File: config.mk
export PLATFORM = sky130hd
export DESIGN_NAME = gpio_int_arbiter
export DESIGN_NICKNAME = d
export VERILOG_FILES = /design/src/rtl/gpio_int_arbiter.sv
export SDC_FILE = /design/constraint.sdc
export NUM_CORES = 1
export LEC_CHECK = 0
export ABC_CLOCK_PERIOD_IN_PS = 13500
export CAP_MARGIN = 20
export CORE_MARGIN = 10
export CORE_UTILIZATION = 50
export CTS_BUF_LIST = sky130_fd_sc_hd__clkbuf_2
export CTS_CLUSTER_SIZE = 16
export DETAILED_ROUTE_END_ITERATION = 8
export PLACE_DENSITY = 0.75
export SLEW_MARGIN = 20
export SYNTH_ARGS = -nofsm -noshare
export SYNTH_HDL_FRONTEND = slang
export SYNTH_SLANG_ARGS = --single-unit
File: constraint.sdc
create_clock -name Clk -period 13.5 [get_ports Clk]
set_input_delay 2.025 -clock Clk [delete_from_list [all_inputs] [get_ports Clk]]
set_output_delay 2.025 -clock Clk [all_outputs]
set_load 0.01 [all_outputs]
File: src/rtl/gpio_int_arbiter.sv
// ---------------------------------------------------------------------------
// gpio_int_arbiter
//
// Interrupt scheduler between the 16-line GPIO interrupt block and the CPU
// bus. Masks the GPIO block's sticky status, picks one pending line
// round-robin, presents it as a vector and raises Irq. A software
// acknowledge produces a one-cycle clear pulse back to the GPIO block. A
// programmable hold-off follows before the next arbitration.
//
// Ports:
//   Clk        system clock, all state changes on posedge
//   Reset      asynchronous, active-high reset
//   Addr       register select (0 Mask, 1 Vector, 2 Ack, 3 Pending, 4 HoldReg)
//   DataRd     register read data (combinational, 0 when En=0)
//   DataWr     register write data
//   En         block select
//   Rd         read strobe (reads have no side effects, so it is not decoded)
//   Wr         write strobe, qualified by En
//   IntStatus  sticky per-line status from the GPIO interrupt block
//   IntReset   registered one-hot clear pulse to the GPIO interrupt block
//   Irq        registered interrupt request to the CPU
// ---------------------------------------------------------------------------
module gpio_int_arbiter #(
  parameter int HOLD_W       = 8,
  parameter int HOLDOFF_INIT = 4
) (
  input  logic        Clk,
  input  logic        Reset,
  input  logic [2:0]  Addr,
  output logic [15:0] DataRd,
  input  logic [15:0] DataWr,
  input  logic        En,
  input  logic        Rd,
  input  logic        Wr,
  input  logic [15:0] IntStatus,
  output logic [15:0] IntReset,
  output logic        Irq
);

  typedef enum logic [1:0] {
    ST_IDLE   = 2'd0,
    ST_ASSERT = 2'd1,
    ST_CLEAR  = 2'd2,
    ST_HOLD   = 2'd3
  } state_t;

  state_t              r_state;
  logic [15:0]         r_mask;
  logic [HOLD_W-1:0]   r_hold_reg;
  logic [HOLD_W-1:0]   r_hold_cnt;
  logic [3:0]          r_cur_idx;
  logic [3:0]          r_last_idx;
  logic                r_irq;
  logic [15:0]         r_int_reset;

  logic [15:0]         w_pending;
  logic [4:0]          w_pick;
  logic                w_mask_we;
  logic                w_hold_we;
  logic                w_ack;
  logic [15:0]         w_data_rd;
  logic                w_unused_rd;

  // Round-robin pick: bit 4 flags a winner, bits 3:0 are its index. The
  // search starts one past the last granted line; 4-bit index arithmetic
  // provides the 15->0 wrap.
  function automatic logic [4:0] f_rr_pick(input logic [15:0] pend,
                                           input logic [3:0]  last);
    logic [4:0] res;
    logic [3:0] idx;
    res = 5'd0;
    for (int i = 0; i < 16; i++) begin
      idx = last + 4'd1 + 4'(i);
      if (!res[4] && pend[idx]) begin
        res = {1'b1, idx};
      end
    end
    return res;
  endfunction

  assign w_pending   = IntStatus & r_mask;
  assign w_pick      = f_rr_pick(w_pending, r_last_idx);
  assign w_mask_we   = En & Wr & (Addr == 3'd0);
  assign w_ack       = En & Wr & (Addr == 3'd2);
  assign w_hold_we   = En & Wr & (Addr == 3'd4);
  assign w_unused_rd = Rd;

  // Register read mux; Ack and unused addresses read as zero.
  always_comb begin
    w_data_rd = 16'd0;
    if (En) begin
      case (Addr)
        3'd0:    w_data_rd = r_mask;
        3'd1:    w_data_rd = {(r_state == ST_ASSERT), 11'd0, r_cur_idx};
        3'd3:    w_data_rd = w_pending;
        3'd4:    w_data_rd = 16'(r_hold_reg);
        default: w_data_rd = 16'd0;
      endcase
    end else begin
      w_data_rd = 16'd0;
    end
  end

  assign DataRd   = w_data_rd;
  assign IntReset = r_int_reset;
  assign Irq      = r_irq;

  // Config registers, scheduler FSM and its registered outputs.
  always_ff @(posedge Clk or posedge Reset) begin
    if (Reset) begin
      r_state     <= ST_IDLE;
      r_mask      <= 16'd0;
      r_hold_reg  <= HOLD_W'(HOLDOFF_INIT);
      r_hold_cnt  <= {HOLD_W{1'b0}};
      r_cur_idx   <= 4'd0;
      r_last_idx  <= 4'd15;
      r_irq       <= 1'b0;
      r_int_reset <= 16'd0;
    end else begin
      if (w_mask_we) begin
        r_mask <= DataWr;
      end
      // The running hold-off count is loaded only on CLEAR, so writing
      // HoldReg mid-hold affects the next hold-off only.
      if (w_hold_we) begin
        r_hold_reg <= DataWr[HOLD_W-1:0];
      end
      case (r_state)
        ST_IDLE: begin
          r_irq       <= 1'b0;
          r_int_reset <= 16'd0;
          if (w_pick[4]) begin
            r_cur_idx <= w_pick[3:0];
            r_irq     <= 1'b1;
            r_state   <= ST_ASSERT;
          end
        end
        // The vector is frozen here; mask/status changes do not withdraw it.
        ST_ASSERT: begin
          if (w_ack) begin
            r_irq       <= 1'b0;
            r_int_reset <= 16'd1 << r_cur_idx;
            r_state     <= ST_CLEAR;
          end
        end
        ST_CLEAR: begin
          r_int_reset <= 16'd0;
          r_last_idx  <= r_cur_idx;
          r_hold_cnt  <= r_hold_reg;
          r_state     <= ST_HOLD;
        end
        // At least one HOLD cycle always elapses so the GPIO status bit
        // cleared by the pulse has settled before re-arbitrating.
        ST_HOLD: begin
          if (r_hold_cnt == {HOLD_W{1'b0}}) begin
            r_state <= ST_IDLE;
          end else begin
            r_hold_cnt <= r_hold_cnt - HOLD_W'(1);
          end
        end
        default: begin
          r_irq       <= 1'b0;
          r_int_reset <= 16'd0;
          r_state     <= ST_IDLE;
        end
      endcase
    end
  end

endmodule

## Word level (Yosys, flattened, before mapping)

Cells that the tools add are included.
Widths: inputs -> output; s select.

- Output and inout port bits: 33
- Logic and storage cells: 161
- Bits in registers: 59
- Input bits: 40

- Magnitude comparators: 16
- Reductions and logical operators: 42
- Add/sub/neg operators: 17
- Shift-type cells: 1
- Bitwise gates (word level): 5
- Equal/unequal tests: 11
- Mux-type cells: 61

Operator list:

| operator | number |
|---|---|
| $lt 4x5->1 const B | 16 |
| $mux 5 | 16 |
| $bmux 1 s4 | 16 |
| $pmux 16 s4 | 1 |
| $add 4x4->4 const B | 8 |
| $mux 16 | 2 |
| $pmux 16 s2 | 1 |
| $mux 1 | 18 |
| $add 4x3->4 const B | 4 |
| $and 16x16->16 | 1 |
| $pmux 8 s2 | 1 |
| $shl 1x4->16 const A | 1 |
| $logic_and 1x1->1 | 15 |
| $logic_not 1->1 | 15 |
| $add 4x1->4 const B | 2 |
| $add 4x2->4 const B | 2 |
| $logic_not 8->1 | 1 |
| $mux 8 | 1 |
| $ne 2x2->1 const B | 4 |
| $pmux 2 s4 | 1 |
| $reduce_and 2->1 | 4 |
| $sub 8x1->8 const B | 1 |
| $eq 3x2->1 const B | 2 |
| $mux 2 | 3 |
| other kinds (11) | 17 |

## Depth between registers and ports, before layout

Gate-level depths: netlist of run 1.

- Depth in word-level cells: 51
- Gate-level depth with buffers: 18
- Depth with buffers taken out: 12

## Least setup slack after synthesis of run 1

OpenSTA, ideal clock, no wires.

- Path kind: input to output
- Start point: in Addr[0]
- End point: out DataRd[15]
- Arrival time: 3.320 ns
- Stages: 6
- Setup slack: 8.155 ns
- Data required time: 11.475 ns
- Buffers on the path: 2
- Cells stage by stage: clkbuf_1 and2_1 clkbuf_1 a21oi_1 o32a_1 nor3_1

- Word-level cells in the longest chain between the ends: 3
- Elaborated cells on any way between the ends: 6
- Classes of those cells: 3 x eq/ne; 2 x mux; 1 x reduce/logical

RTL lines:

| item | RTL line | text |
|---|---|---|
| start: declaration | 29 | `input logic [2:0] Addr,` |
| $eq 3x3->1 (tied with other cells) | 92 | `case (Addr)` |
| $pmux 16 s4 * | 92 |  |
| $mux 16 * | 91 | `if (En) begin` |
| end: declaration | 30 | `output logic [15:0] DataRd,` |

Mark *: on every way between the ends. The rest lies on a longest branch, timed or not.

## Final worst setup path of run 1

- Start point: in Addr[1]
- End point: out DataRd[15]

The elaborated chain is that of the path after synthesis.

==> results by group, run 1 <==
Drt
  • Wire per inst: 19.0 microns
  • Via Count: 5130
  • Routed wire length: 15000 microns
  • Number of remaining DRC errors: 0
  • Vias/cell: 6.50
  • DRT iter0 DRCs: 476
  • TritonRoute pass-1 iters: 5
  • Final ANT Viol Nets: 0

Place
  • HPWL Detailed: 11300 microns
  • Port-buffer cells: 71
  • Placer Congestion: 0.981

STA
  • Slew @ Worst Pin: 0.740 ns
  • Final setup viols: 0
  • Tcrit/Tclk final: 49.3%
  • Post-route setup TNS: 0 ns
  • Minimum clock period: 6.66 ns
  • RSZ-0062 raised after global routing: no
  • Slew Viols, Final: 0
  • Relative slew margins: 50.6%
  • Clock skew: 0.0414 ns
  • F_max: 0.150 GHz
  • Final hold vios: 0

Synth
  • Synth area leaders: dfrtp_1 (26%), mux2_2 (8.3%), mux4_2 (6.4%)
  • Post-synth top cells: nand2_1 (79), dfrtp_1 (54), nor2_1 (49), o21ai_0 (40), mux2_2 (39)
  • Syn Area/Cell: 8.85 sq um
  • Yosys Warn Count: 0
  • Post-Syn Nets: 646
  • Top-count cell post-synth: nand2_1
  • Post-synth cell types: 77
  • Yosys top cell by area: dfrtp_1
  • Post-synth EDFFs: 0
  • FFs w/ async S/R, synth: 100%
  • Ys flop type: dfrtp_1
  • Mapped Area: 0.00529 sq mm
  • Syn Inst Count: 598
  • Seq cells post-synth: 59
  • Synth top area share: 25.5%
  • Sequential share of the synthesized area: 28.0%

Clocking
  • Worst-path clk slew: 0.14 ns
  • CTS Hold Bufs: 0
  • Clk_lat worst skew: 0.53 ns
  • Root buf cell: clkbuf_2
  • CTS H-tree lvls: 3
  • Post-CTS Setup Bufs: 0
  • Post-CTS sizing: 0
  • Clk sinks: 59
  • CTS tree: yes
  • TritonCTS Buffers: 9
  • Clock Tree Buf Depth: 2

Setup path
  • Most used cell, CP: clkdlybuf4s50_1
  • Crit start category: input pin
  • Slowest CP cell: nor2_2
  • Endpoint class of the critical path: output pin
  • Worst stage delay on the critical path: 0.69 ns
  • CP max FO: 19
  • WS Path Type: in -> out
  • Worst r2r dst: r_cur_idx[2]
  • Worst EP required: 11.48 ns
  • R2r setup slk: 7.26 ns
  • RR Startpoint: r_last_idx[0]
  • R2R depth: 12
  • WP data arrival: 4.63 ns
  • CP delay by family, top: buffers and inverters
  • CP Cell Sequence: clkdlybuf4s50_1 -> nor2_2 -> o21ai_1 -> nor3_1 -> clkdlybuf4s50_1
  • WP buf/inv: 2

Hold path
  • Worst Hold Path EP: IntReset[7]
  • Hold path depth: 2
  • Hold wc startpoint: IntReset[7]
  • Worst hold path type: reg -> reg

Die
  • Chip width: 123 microns
  • Die area: 0.0151 sq mm
  • DIE HEIGHT: 123 microns
  • Initial Util: 51.3%
  • I/O pin count: 73
  • Number of placement rows: 37
  • Core region area: 0.0103 sq mm

Cells and area
  • Share of cells above drive strength 1: 15.0%
  • Final nets: 695
  • Area Growth Syn to Fin: 16.3%

Run status
  • Status: complete, no violations

GRT
  • First-pass GRT wire length: 25100 microns
  • Initial antenna violation count: 1
  • Vias in the first global route: 4886
  • Grt total ovfl: 0
  • Pin count of the biggest net entering global routing: 60
  • Total GRT Usage: 20.3%

Flow run
  • Max-Cap Viols: 0
-- cells in the final DEF, fill, tap and decap left out, types with 6 or more instances in the layout --
cell             count
a31oi_1             10
inv_1               13
clkdlybuf4s50_1     71
and2_1               7
nor2_1              48
mux4_2              15
mux2i_1             19
a21oi_1             36
o31ai_1             15
nand2_1             79
nand3_1             32
ha_1                 8
nor3_1              12
clkbuf_2            10
nand2b_1             7
nor2b_1              6
dfrtp_1             54
o21ai_0             40
mux2_2              39
-- tightest hold or removal path, stage by stage (launching register included) --
cell and delay [ns]:
dfrtp_1 0.37, nand2_1 0.05, o31ai_1 0.05
-- per-stage QoR --
stage	util, %	setup WS, ns	hold WS, ns	area (sq um)	std cells
floorplan	-	8.16	0.477	5290	598
global placement	58.2	6.51	0.463	6010	771
detailed placement	58.2	6.48	0.467	6010	771
CTS	59.4	6.48	0.506	6140	787
global route	59.6	6.69	0.528	6150	789
finish	59.6	6.84	0.499	6150	789
-- kinds of logic after synthesis --
| group | share of synthesized area (%) |
|---|---|
| mux | 21.0 |
| fa+ha+maj | 1.89 |
| flops | 28.0 |
| xor+xnor | 2.86 |
| compound gates | 19.8 |
| simple gates | 21.5 |
| buf+inv | 4.99 |
-- layer usage --
metal	track usage (%)	vias up	wire (microns)
li1	-	2357	-
met1	26.7	2479	6390
met2	31.8	263	7050
met3	4.82	31	1220
met4	7.44	0	331
met5	0	-	0
-- cell type report --
cell class	instances	area [sq um]
Fill cell	875	4170
Multi-Input combinational cell	486	3560
Sequential cell	59	1480
Timing Repair Buffer	75	744
Tap cell	136	170
Clock inverter	6	81.3
Inverter	16	60.1
Clock buffer	10	50.0
Antenna cell	1	2.50
-- how the worst max path moves through the flow --
stage,from,to,slack (ns),cells past startpoint
2_1_floorplan,Addr[0],DataRd[15],8.16,6
3_3_place_gp,Addr[0],DataRd[15],6.51,5
3_5_place_dp,Addr[1],DataRd[15],6.48,5
4_1_cts,Addr[1],DataRd[15],6.48,5
5_1_grt,Addr[1],DataRd[15],6.69,5
6_report,Addr[1],DataRd[15],6.84,5
Power of run 1 is left out: the tool's default activity adds up to more than one toggle a clock period on the data nets, which glitch-free logic cannot reach.
==> run 2: changes to the inputs <==
--- a/config.mk
+++ b/config.mk
@@ -5,7 +5,7 @@
 export SDC_FILE = /design/constraint.sdc
 export NUM_CORES = 1
 export LEC_CHECK = 0
-export ABC_CLOCK_PERIOD_IN_PS = 13500
+export ABC_CLOCK_PERIOD_IN_PS = 6500
 export CAP_MARGIN = 20
 export CORE_MARGIN = 10
 export CORE_UTILIZATION = 50
==> constraint.sdc (replaced) <==
create_clock -name Clk -period 6.5 [get_ports Clk]
set_input_delay 0.975 -clock Clk [delete_from_list [all_inputs] [get_ports Clk]]
set_output_delay 0.975 -clock Clk [all_outputs]
set_load 0.01 [all_outputs]
==> run 2 against run 1 <==
Net effect: critical path depth grew 7; critical endpoint is now r_cur_idx[2]; global-route usage grew 0.21 points; sequential cell count is the same; first-iteration DRC count grew 1.7%; hold slack gained 0.0047 ns; via count shrank 0.57%; utilization grew 0.28 points; clock skew shrank 0.015 ns; wire length grew 1.7%; count of clock-buffer cells in the layout is the same; setup slack lost 5.2 ns; largest cell class unchanged; non-clock buffer count grew 3.
==> results by group, run 2 (synthesis results as in run 1) <==
Run status
  • Status: complete, no violations

Die
  • DIE HEIGHT: 123 microns
  • Number of placement rows: 37
  • Die area: 0.0151 sq mm
  • I/O pin count: 73
  • Core region area: 0.0103 sq mm
  • Initial Util: 51.3%
  • Chip width: 123 microns

Cells and area
  • Share of cells above drive strength 1: 15.4%
  • Non-filler instance count after layout: 792
  • Area Growth Syn to Fin: 16.8%
  • Commonest non-fill, non-tap cell in the layout: nand2_1
  • Most frequent cells in the layout: nand2_1 (79), clkdlybuf4s50_1 (71), dfrtp_1 (54), nor2_1 (49), o21ai_0 (40)
  • Final nets: 698

Clocking
  • Clk_lat worst skew: 0.53 ns
  • Worst-path clk slew: 0.20 ns
  • CTS tree: yes
  • Root buf cell: clkbuf_2
  • TritonCTS Buffers: 9
  • Post-CTS Setup Bufs: 0
  • Clock Tree Buf Depth: 2
  • Clk sinks: 59
  • CTS Hold Bufs: 0
  • Post-CTS sizing: 0
  • CTS H-tree lvls: 3

STA
  • Relative slew margins: 45.7%
  • Final setup margin: 1.66 ns
  • Clock skew: 0.0262 ns
  • Minimum clock period: 4.84 ns
  • Tcrit/Tclk final: 74.5%
  • RSZ-0062 raised after global routing: no
  • WHS: 0.504 ns
  • Slew @ Worst Pin: 0.815 ns
  • Final setup viols: 0
  • Slew Viols, Final: 0
  • Final hold vios: 0
  • Post-route setup TNS: 0 ns
  • F_max: 0.206 GHz

Drt
  • Routed wire length: 15200 microns
  • M1 wire length: 6360 microns
  • Wire per inst: 19.3 microns
  • Via Count: 5101
  • Final ANT Viol Nets: 0
  • TritonRoute pass-1 iters: 5
  • Top Metal Used: met4
  • Met3 routed WL: 1260 microns
  • Vias/cell: 6.44
  • DRT iter0 DRCs: 484
  • Met2 WL: 7290 microns
  • Number of remaining DRC errors: 0

Setup path
  • WS Path Type: reg -> reg
  • R2R depth: 12
  • RR Startpoint: r_last_idx[0]
  • CP delay by family, top: simple AND/OR/NAND/NOR gates
  • Endpoint class of the critical path: flip-flop
  • Crit start category: flip-flop
  • WP data arrival: 5.28 ns
  • Worst r2r dst: r_cur_idx[2]
  • WP buf/inv: 2
  • Worst EP required: 6.94 ns
  • CP max FO: 26
  • Slowest CP cell: ha_1
  • CP Cell Sequence: clkinv_1 -> ha_1 -> buf_4 -> o21ai_0 -> mux4_2 -> mux2i_2 -> and4_1 -> nand4_4 -> or4_4 -> o211ai_2 -> a311oi_1 -> a211o_1
  • Worst stage delay on the critical path: 0.82 ns
  • R2r setup slk: 1.66 ns

GRT
  • Total GRT Usage: 20.5%
  • First-pass GRT wire length: 25200 microns
  • Vias in the first global route: 4934
  • Pin count of the biggest net entering global routing: 60
  • Initial antenna violation count: 1
  • Grt total ovfl: 0

Place
  • HPWL Detailed: 11400 microns
  • Placer Congestion: 0.960
  • Port-buffer cells: 71
  • Dpl cells: 774
  • Post-place setup slack: 1.70 ns

Hold path
  • Hold wc startpoint: IntReset[3]
  • Worst Hold Path EP: IntReset[3]
  • Hold path depth: 2
  • Worst hold path type: reg -> reg

Flow run
  • Max-Cap Viols: 0
-- run 2: cell count changes in the layout (fill, tap and decap cells not counted), sizes merged --
cell,before,now
buf,4,7
-- run 2: cell type report --
class	instances	area, sq um
fill	888	4140
multi-input combinational	486	3560
sequential	59	1480
timing repair buffer	78	767
tap	136	170
clock inverter	6	90.1
inverter	16	60.1
clock buffer	10	50.0
antenna	1	2.50
-- run 2: stage by stage --
step	util (%)	area [sq um]
2_1_floorplan	-	5290
3_3_place_gp	58.4	6030
3_5_place_dp	58.4	6030
4_1_cts	59.8	6170
5_1_grt	59.9	6180
6_report	59.9	6180
-- run 2: worst min-delay path, cell delays in order (launching register included) --
cell and delay, ns:
dfrtp_1 0.39, nand2_1 0.05, o31ai_1 0.05
-- run 2: worst max path at each step --
stage	depth (start not counted)	start	slack [ns]	to
after floorplan	16	r_last_idx[0]	2.18	r_cur_idx[2]
after global placement	12	r_last_idx[0]	1.78	r_cur_idx[2]
after detailed placement	12	r_last_idx[0]	1.70	r_cur_idx[2]
after CTS	12	r_last_idx[0]	1.65	r_cur_idx[2]
after global routing	12	r_last_idx[0]	1.30	r_cur_idx[2]
final	12	r_last_idx[0]	1.66	r_cur_idx[2]
-- run 2: metal layers --
layer	up-vias	global-route usage, %
met5	-	0
met4	0	7.73
met3	35	5.19
met2	262	32.8
met1	2438	26.1
li1	2366	-
Power of run 2 is left out for the same reason.
